`src/rtl/output_drain_pkg.sv`:
```
// rtl/output_drain_pkg.sv - shared types and helpers for the output drain buffer
package output_drain_pkg;

    typedef enum logic [1:0] {
        IDLE    = 2'd0,
        COLLECT = 2'd1,
        DRAIN   = 2'd2,
        DONE    = 2'd3
    } drain_state_t;

    // Coordinate tag carried alongside every result.
    typedef struct packed {
        logic [31:0] x;
        logic [31:0] y;
        logic [31:0] ch;
    } result_tag_t;

    localparam int TAG_W = $bits(result_tag_t);

    // Full entry at the default 32-bit accumulator width; the top level
    // builds the same layout as {data, tag} for any accumulator width.
    typedef struct packed {
        logic [31:0] data;
        logic [31:0] x;
        logic [31:0] y;
        logic [31:0] ch;
    } result_entry_t;

    // Number of results one run produces, truncated to 32 bits.
    function automatic logic [31:0] calc_total(input int unsigned w,
                                               input int unsigned h,
                                               input int unsigned oc);
        longint unsigned prod;
        prod = longint'(w) * longint'(h) * longint'(oc);
        return prod[31:0];
    endfunction

endpackage

```
`src/rtl/sync_fifo.sv`:
```
// rtl/sync_fifo.sv - first-word-fall-through synchronous FIFO with flush
module sync_fifo #(
    parameter int WIDTH      = 32,
    parameter int DEPTH      = 8,
    parameter int LOG2_DEPTH = 3
) (
    input  logic                  clk,
    input  logic                  rst_in,
    input  logic                  flush,
    input  logic                  push,
    input  logic                  pop,
    input  logic [WIDTH-1:0]      wdata,
    output logic [WIDTH-1:0]      rdata,
    output logic                  full,
    output logic                  empty,
    output logic [LOG2_DEPTH:0]   occupancy
);

    localparam logic [LOG2_DEPTH:0] DEPTH_L = (LOG2_DEPTH + 1)'(DEPTH);

    logic [WIDTH-1:0]      mem [DEPTH];
    logic [LOG2_DEPTH-1:0] rd_ptr;
    logic [LOG2_DEPTH-1:0] wr_ptr;

    // Pointer/occupancy bookkeeping; the caller only pops when non-empty and
    // only pushes when there is room (or a pop frees a slot this cycle).
    always_ff @(posedge clk) begin
        if (rst_in || flush) begin
            rd_ptr    <= '0;
            wr_ptr    <= '0;
            occupancy <= '0;
        end else begin
            if (push) wr_ptr <= wr_ptr + 1'b1;
            if (pop)  rd_ptr <= rd_ptr + 1'b1;
            case ({push, pop})
                2'b10:   occupancy <= occupancy + 1'b1;
                2'b01:   occupancy <= occupancy - 1'b1;
                default: occupancy <= occupancy;
            endcase
        end
    end

    // Storage array; left unreset because the read side is gated by empty.
    always_ff @(posedge clk) begin
        if (push && !(rst_in || flush)) mem[wr_ptr] <= wdata;
    end

    assign empty = (occupancy == '0);
    assign full  = (occupancy == DEPTH_L);
    assign rdata = empty ? '0 : mem[rd_ptr];

endmodule

```
`src/rtl/output_drain_buffer.sv`:
```
// rtl/output_drain_buffer.sv - result capture FIFO with run FSM, counter and flags
module output_drain_buffer
    import output_drain_pkg::*;
#(
    parameter int ACCUMULATION_WIDTH = 32,
    parameter int FIFO_DEPTH         = 8,
    parameter int LOG2_FIFO_DEPTH    = 3,
    parameter int ALMOST_FULL_SLACK  = 2,
    parameter int FEATURE_MAP_WIDTH  = 1024,
    parameter int FEATURE_MAP_HEIGHT = 1024,
    parameter int OUTPUT_NB_CHANNELS = 64
) (
    input  logic                          clk,
    input  logic                          rst_in,
    input  logic                          start,
    input  logic                          in_valid,
    input  logic [ACCUMULATION_WIDTH-1:0] in_data,
    input  logic [31:0]                   in_x,
    input  logic [31:0]                   in_y,
    input  logic [31:0]                   in_ch,
    output logic                          out_valid,
    input  logic                          out_ready,
    output logic [ACCUMULATION_WIDTH-1:0] out_data,
    output logic [31:0]                   out_x,
    output logic [31:0]                   out_y,
    output logic [31:0]                   out_ch,
    output logic                          almost_full,
    output logic                          overflow,
    output logic [31:0]                   count,
    output logic                          done
);

    localparam logic [31:0] TOTAL =
        calc_total(FEATURE_MAP_WIDTH, FEATURE_MAP_HEIGHT, OUTPUT_NB_CHANNELS);
    localparam int ENTRY_W = ACCUMULATION_WIDTH + TAG_W;
    localparam logic [LOG2_FIFO_DEPTH:0] AF_LEVEL =
        (LOG2_FIFO_DEPTH + 1)'(FIFO_DEPTH - ALMOST_FULL_SLACK);

    drain_state_t             state;
    drain_state_t             state_next;
    logic                     enter_collect;
    logic                     push_acc;
    logic                     pop_acc;
    logic                     lost;
    logic                     fifo_full;
    logic                     fifo_empty;
    logic [LOG2_FIFO_DEPTH:0] occ;
    logic [LOG2_FIFO_DEPTH:0] occ_next;
    result_tag_t              in_tag;
    result_tag_t              out_tag;
    logic [ENTRY_W-1:0]       wr_entry;
    logic [ENTRY_W-1:0]       rd_entry;

    assign in_tag              = '{x: in_x, y: in_y, ch: in_ch};
    assign wr_entry            = {in_data, in_tag};
    assign {out_data, out_tag} = rd_entry;
    assign out_x               = out_tag.x;
    assign out_y               = out_tag.y;
    assign out_ch              = out_tag.ch;
    assign out_valid           = !fifo_empty;
    assign pop_acc             = out_valid && out_ready;
    assign done                = (state == DONE);

    sync_fifo #(
        .WIDTH      (ENTRY_W),
        .DEPTH      (FIFO_DEPTH),
        .LOG2_DEPTH (LOG2_FIFO_DEPTH)
    ) u_fifo (
        .clk       (clk),
        .rst_in    (rst_in),
        .flush     (enter_collect),
        .push      (push_acc),
        .pop       (pop_acc),
        .wdata     (wr_entry),
        .rdata     (rd_entry),
        .full      (fifo_full),
        .empty     (fifo_empty),
        .occupancy (occ)
    );

    // Next-state, push acceptance and lost-result detection.
    always_comb begin
        state_next    = state;
        enter_collect = 1'b0;
        push_acc      = 1'b0;
        lost          = 1'b0;
        case (state)
            IDLE: begin
                if (start) begin
                    state_next    = COLLECT;
                    enter_collect = 1'b1;
                end
            end
            COLLECT: begin
                if (in_valid) begin
                    if (!fifo_full || pop_acc) push_acc = 1'b1;
                    else                       lost     = 1'b1;
                end
                if (count == TOTAL) state_next = DRAIN;
            end
            DRAIN: begin
                lost = in_valid;
                if (fifo_empty) state_next = DONE;
            end
            DONE: begin
                if (start) begin
                    state_next    = COLLECT;
                    enter_collect = 1'b1;
                end else begin
                    lost = in_valid;
                end
            end
            default: state_next = IDLE;
        endcase
    end

    // Occupancy after this edge, so almost_full can be registered without lag.
    always_comb begin
        occ_next = occ;
        if (push_acc && !pop_acc)      occ_next = occ + 1'b1;
        else if (!push_acc && pop_acc) occ_next = occ - 1'b1;
        if (enter_collect)             occ_next = '0;
    end

    // State, result counter and status flags.
    always_ff @(posedge clk) begin
        if (rst_in) begin
            state       <= IDLE;
            count       <= '0;
            overflow    <= 1'b0;
            almost_full <= 1'b0;
        end else begin
            state       <= state_next;
            almost_full <= (occ_next >= AF_LEVEL);
            if (enter_collect) begin
                count    <= '0;
                overflow <= 1'b0;
            end else begin
                if (push_acc) count    <= count + 32'd1;
                if (lost)     overflow <= 1'b1;
            end
        end
    end

endmodule

```
`config.mk`:
```
export PLATFORM = sky130hd
export DESIGN_NAME = output_drain_buffer
export DESIGN_NICKNAME = d
export VERILOG_FILES = /design/src/rtl/output_drain_pkg.sv /design/src/rtl/sync_fifo.sv /design/src/rtl/output_drain_buffer.sv
export SDC_FILE = /design/constraint.sdc
export NUM_CORES = 1
export LEC_CHECK = 0
export CAP_MARGIN = 20
export CORE_MARGIN = 3
export CORE_UTILIZATION = 61
export CTS_BUF_LIST = sky130_fd_sc_hd__clkbuf_8
export CTS_CLUSTER_DIAMETER = 100
export DETAILED_ROUTE_END_ITERATION = 10
export PLACE_DENSITY = 0.82
export SLEW_MARGIN = 20
export SYNTH_ARGS = -nofsm -noshare
export SYNTH_HDL_FRONTEND = slang
export SYNTH_SLANG_ARGS = --single-unit
```
`constraint.sdc`:
```
create_clock -name clk -period 17.3 [get_ports clk]
set_input_delay 3.46 -clock clk [delete_from_list [all_inputs] [get_ports clk]]
set_output_delay 3.46 -clock clk [all_outputs]
set_load 0.05 [all_outputs]
```
# ---- Word level (Yosys, flattened, before mapping)
# Memories as Yosys holds them, arrays and structs flattened. A register that Yosys moved wholly into a read port is not among the register bits.
# Index checks and enable logic that the tools add are counted.
dict set report word_totals {
  regBits 46
  latchBits 0
  ram_bits 1024
  rom_bits 0
  inputBits 133
  out_inout_bits 164
  word_cells 63
  mem_count 1
}
dict set report op_classes {
  add_sub_neg 5
  multipliers 0
  div 0
  magnitude_cmp 1
  eq_ne 10
  shifts 0
  n_mux 22
  bitwise 0
  n_reduce_logical 17
}
# memory words width rd rd_clocked_by_memory_dff write_ports line_no
set memory_table {}
lappend memory_table {u_fifo.mem 8 128 1 1 1 sync_fifo.sv:21} ;# logic [WIDTH-1:0] mem [DEPTH];
# operator count
set op_table {}
lappend op_table {{128-bit 2-to-1 mux} 1}
lappend op_table {{32-bit by 1-bit adder with 32-bit output (second input constant)} 1}
lappend op_table {{32-bit by 27-bit equality test with 1-bit output (second input constant)} 1}
lappend op_table {{4-bit 2-to-1 mux} 3}
lappend op_table {{1-bit 2-to-1 mux} 10}
lappend op_table {{4-bit case mux with 2 select lines} 1}
lappend op_table {{3-bit by 1-bit adder with 3-bit output (second input constant)} 2}
lappend op_table {{2-bit equality test (second input constant)} 3}
lappend op_table {{2-bit 2-to-1 mux} 3}
lappend op_table {{3-bit 2-to-1 mux} 2}
lappend op_table {{2-bit case mux with 3 select lines} 1}
lappend op_table {{1-bit logical NOT} 5}
lappend op_table {{4-bit by 1-bit adder with 4-bit output (second input constant)} 1}
lappend op_table {{2-bit by 1-bit equality test with 1-bit output (second input constant)} 2}
lappend op_table {{4-bit equality test (second input constant)} 1}
lappend op_table {{4-bit by 3-bit >= comparator with 1-bit output (second input constant)} 1}
lappend op_table {{1-bit logical AND} 4}
lappend op_table {{4-bit logical NOT} 1}
lappend op_table {{2-bit inequality test (second input constant)} 2}
lappend op_table {{2-bit OR reduction} 2}
lappend op_table {{4-bit by 1-bit subtractor with 4-bit output (second input constant)} 1}
lappend op_table {{1-bit case mux with 3 select lines} 1}
lappend op_table {{3-bit AND reduction} 1}
lappend op_table {{2-bit logical NOT} 1}
lappend op_table {{3 further kinds} 4}

# ---- Logic depth before layout (Yosys ltp)
dict set report logic_depth {
  depth_word 13
  ltp_mapped 11
  ltp_nobuf 11
}

# ---- By module
# A second synthesis with hierarchy kept.
dict set report hier_totals {
  hier_cells 1926
  hier_area_um2 41506.1
}
# mod instances cells_per_inst area_each_um2 seq_area_each_um2
set modules_own_cells {}
lappend modules_own_cells {sync_fifo 1 1695 39506.6 31009.7}
lappend modules_own_cells {output_drain_buffer 1 231 1999.4 720.7}

# ---- Least setup slack after synthesis
# No wires, ideal clock.
dict set report synth_timing {
  kind {input to register}
  from {in rst_in}
  to {mem u_fifo.mem[2][0] (netlist bit), enable pin}
  setup_ns 0.772
  arrival_time_ns 13.099
  required_ns 16.528
  slack_ns 3.428
  cell_stages 5
  n_path_buf 2
  path_cell_list {clkbuf_1 a21oi_1 clkbuf_1 nand3_1 nor3_1}
}
dict set report synth_via {
  elab_chain_len 5
}
# element line_no
set synth_rtl {}
lappend synth_rtl {{from (decl)} output_drain_buffer.sv:14} ;# input logic rst_in,
lappend synth_rtl {{1-bit logical OR} sync_fifo.sv:45} ;# if (push && !(rst_in || flush)) mem[wr_ptr] <= wdata;
lappend synth_rtl {{1-bit logical NOT} sync_fifo.sv:45}
lappend synth_rtl {{1-bit logical AND} sync_fifo.sv:45}
lappend synth_rtl {{1-bit 2-to-1 mux} sync_fifo.sv:45}
lappend synth_rtl {{1-bit 2-to-1 mux (not written as such)} sync_fifo.sv:45}
lappend synth_rtl {{to (decl)} sync_fifo.sv:21}
# No other way between the ends.

==> flow_metrics.tcl <==
set metrics [dict create \
    h-tree-depth 4 \
    stdcell_area_um2 48440 \
    synthArstFlopShare_pct 0 \
    power.total_w 0.006133 \
    start_util_pct 62.23 \
    drv_cap 0 \
    postLayoutCoreUtil_pct 72.77 \
    layout.nets 2494 \
    via_per_inst 6.208 \
    ctsHoldBuffers 0 \
    ys_seq_elements 1073 \
    powerDensity_nw_per_um2 126.6 \
    post-route-min-period_ns 8.255 \
    core_um2 66570 \
    port_buffers 296 \
    drcViolationCount 0 \
    drive_gt1_share_pct 20.19 \
    yosysMostFrequentCell "edfxtp_1" \
    drt-initial-drc-count 2153 \
    die_area_um2 71070 \
    setup_violations 0 \
    cts_resized 0 \
    grt_max_degree 130 \
    post_cts_buffers 0 \
    peakVddDrop_mv 0.1463 \
    ios 297 \
    overflow 0 \
    fin_crit_sh_pct 47.72 \
    ant_nets 0 \
    crit_type "flop to output port" \
    rows 94 \
    relSlewSlack_pct 31.00 \
    finalHoldViolCount 0 \
    synth_edf_count 1024 \
    yosysTopAreaCell "edfxtp_1" \
    worstSetupEndpointType "output port" \
    synth_compound_area_share_pct 0.8246 \
    grt_pass1_wl_um 131300 \
    cts_buffers 163 \
    clock_sinks 1073 \
    clock_skew_ns 0.02730 \
    cts_tree "yes" \
    drv_slew 0 \
    insertion_delay_ns 0.79 \
    rsz0062_at_grt "false" \
    whs_ns 0.4873 \
    die_w_um 266.6 \
    syn_area_um2 41420 \
    postRouteWirelength_um 86470 \
    num_vias 20770 \
    synth_fp_nets 2106 \
    avgSynthCellArea_um2 21.16 \
    cts_root_buf "clkbuf_8" \
    yosys.area_share.adder_pct 0.4531 \
    dieHeight_um 266.6 \
    gp_congestion 0.8239 \
    path_max_fanout 80 \
    ys.warnings.count 0 \
    worst_slew_pin_slew_ns 1.035 \
    place_area_um2 45390 \
    status "complete, no violations" \
    clk_pin_slew_ns 0.06 \
    yosysSeqAreaShare_pct 76.60 \
    synth.top_cells.by_area "edfxtp_1 74%, mux4_2 14%, mux2i_1 3.4%" \
    grtUsageTotal_pct 24.83 \
    synth_top_area_share_pct 74.23 \
    required_ns 13.84 \
    cp-start-kind "flop" \
    syn_to_final_growth_pct 16.94 \
    setup_tns_ns 0 \
    antenna_found_initial 10 \
    wire_per_inst_um 25.84 \
    hp-class "flop to flop" \
    synth-main-ff-cell "edfxtp_1" \
    fmaxAchievable_mhz 121.1 \
    drt-pass1-iter-count 7 \
    leakage_nw 14.80 \
    synthesis.instances 1958 \
    synthSimpleGateAreaFrac_pct 3.335 \
    synth.area.mux_share_pct 17.33 \
    arrival_ns 4.79 \
    grt_pass1_vias 21640 \
    synth_xor_area_share_pct 0.2960 \
    cts_buffer_depth 3 \
    synth_top_family_by_area "multiplexers" \
    ys_types 49 \
    post-dp-hpwl_um 45900 \
    synth_commonest_cells "1,024 x edfxtp_1, 256 x mux4_2, 154 x nor2_1" \
]
## final cells by class
| cell class | instances | area, µm² |
|---|---|---|
| diodes | 6 | 15.01 |
| clock buffers | 167 | 2298 |
| clock inverters | 128 | 643.1 |
| fillers | 3713 | 18130 |
| inverters | 16 | 60.06 |
| multi-input cells | 766 | 9271 |
| flip-flops and latches | 1073 | 31740 |
| well taps | 864 | 1081 |
| repair buffers | 326 | 3331 |
## per-stage QoR
stage               setup WS (ns)  cells
floorplan                   3.428   1958
global placement            9.356   3042
detailed placement          9.231   3042
CTS                         8.343   3337
global route                8.896   3342
finish                      9.045   3346
## cells in the final DEF, fill, tap and decap left out, drive strengths merged, types with 5 or more instances in the layout
cell,n
clkinv,56
dfxtp,49
o31ai,8
nand2b,15
xor2,5
clkdlybuf4s50,296
buf,30
ha,15
a21oi,18
nor4,15
inv,83
mux4,256
nand3,20
edfxtp,1024
diode,6
and4,7
or4,9
nand4,9
nor2,154
clkbuf,167
mux2i,140
o21ai,6
nand2,26
xnor2,9
nor3,8
## per-layer routing
layer | track usage, % | share of wire [%] | wire (µm) | up-vias
met4 | 7.647 | 1.9 | 1601 | 12
met3 | 5.973 | 8.3 | 7167 | 134
met5 | 0 | 0.089 | 77 | -
met1 | 34.08 | 39 | 34100 | 10830
li1 | - | - | - | 8885
met2 | 40.42 | 50 | 43530 | 917
## registers in the layout, indices dropped and copies added (netlist names), named ones only
| name | count |
|---|---|
| state | 2 |
| u_fifo.mem | 1024 |
| u_fifo.rd_ptr | 3 |
| almost_full | 1 |
| u_fifo.wr_ptr | 3 |
| u_fifo.occupancy | 4 |
| count | 32 |
| overflow | 1 |
## critical path: stages (launching register included)
cell and delay, ns:
dfxtp_4 0.85, buf_4 0.69, buf_6 0.74, mux4_2 0.42
mux2i_1 0.35, nor2_1 0.11, clkdlybuf4s50_1 0.76
## power by group
part           switching [W]  internal, W
clock network       0.000939     0.000934
logic               0.000888     0.000472
registers          0.0000197      0.00288
total                0.00185      0.00429
## path summary, 6_finish.rpt
kind                                     startpoint  cells past startpoint  slack [ns]            endpoint
worst max register to register  u_fifo.occupancy[0]                      8       13.26  u_fifo.mem[6][102]
worst min-delay path               u_fifo.wr_ptr[1]                      2        0.49    u_fifo.wr_ptr[1]
worst min register to register     u_fifo.wr_ptr[1]                      2        0.49    u_fifo.wr_ptr[1]
worst max-delay path                           flop                      6        9.05           out_x[22]
## logic make-up (layout without fill, tap and decap cells)
logic type	after synthesis	after routing
buffers and inverters	119	637
other	0	6
adders and majority gates	15	15
DFF	1073	1073
muxes	397	397
xor gates and xnor gates	14	14
AOI/OAI and AO/OA	52	52
and+or+nand+nor	288	288
(Power assumes the default switching activity.)
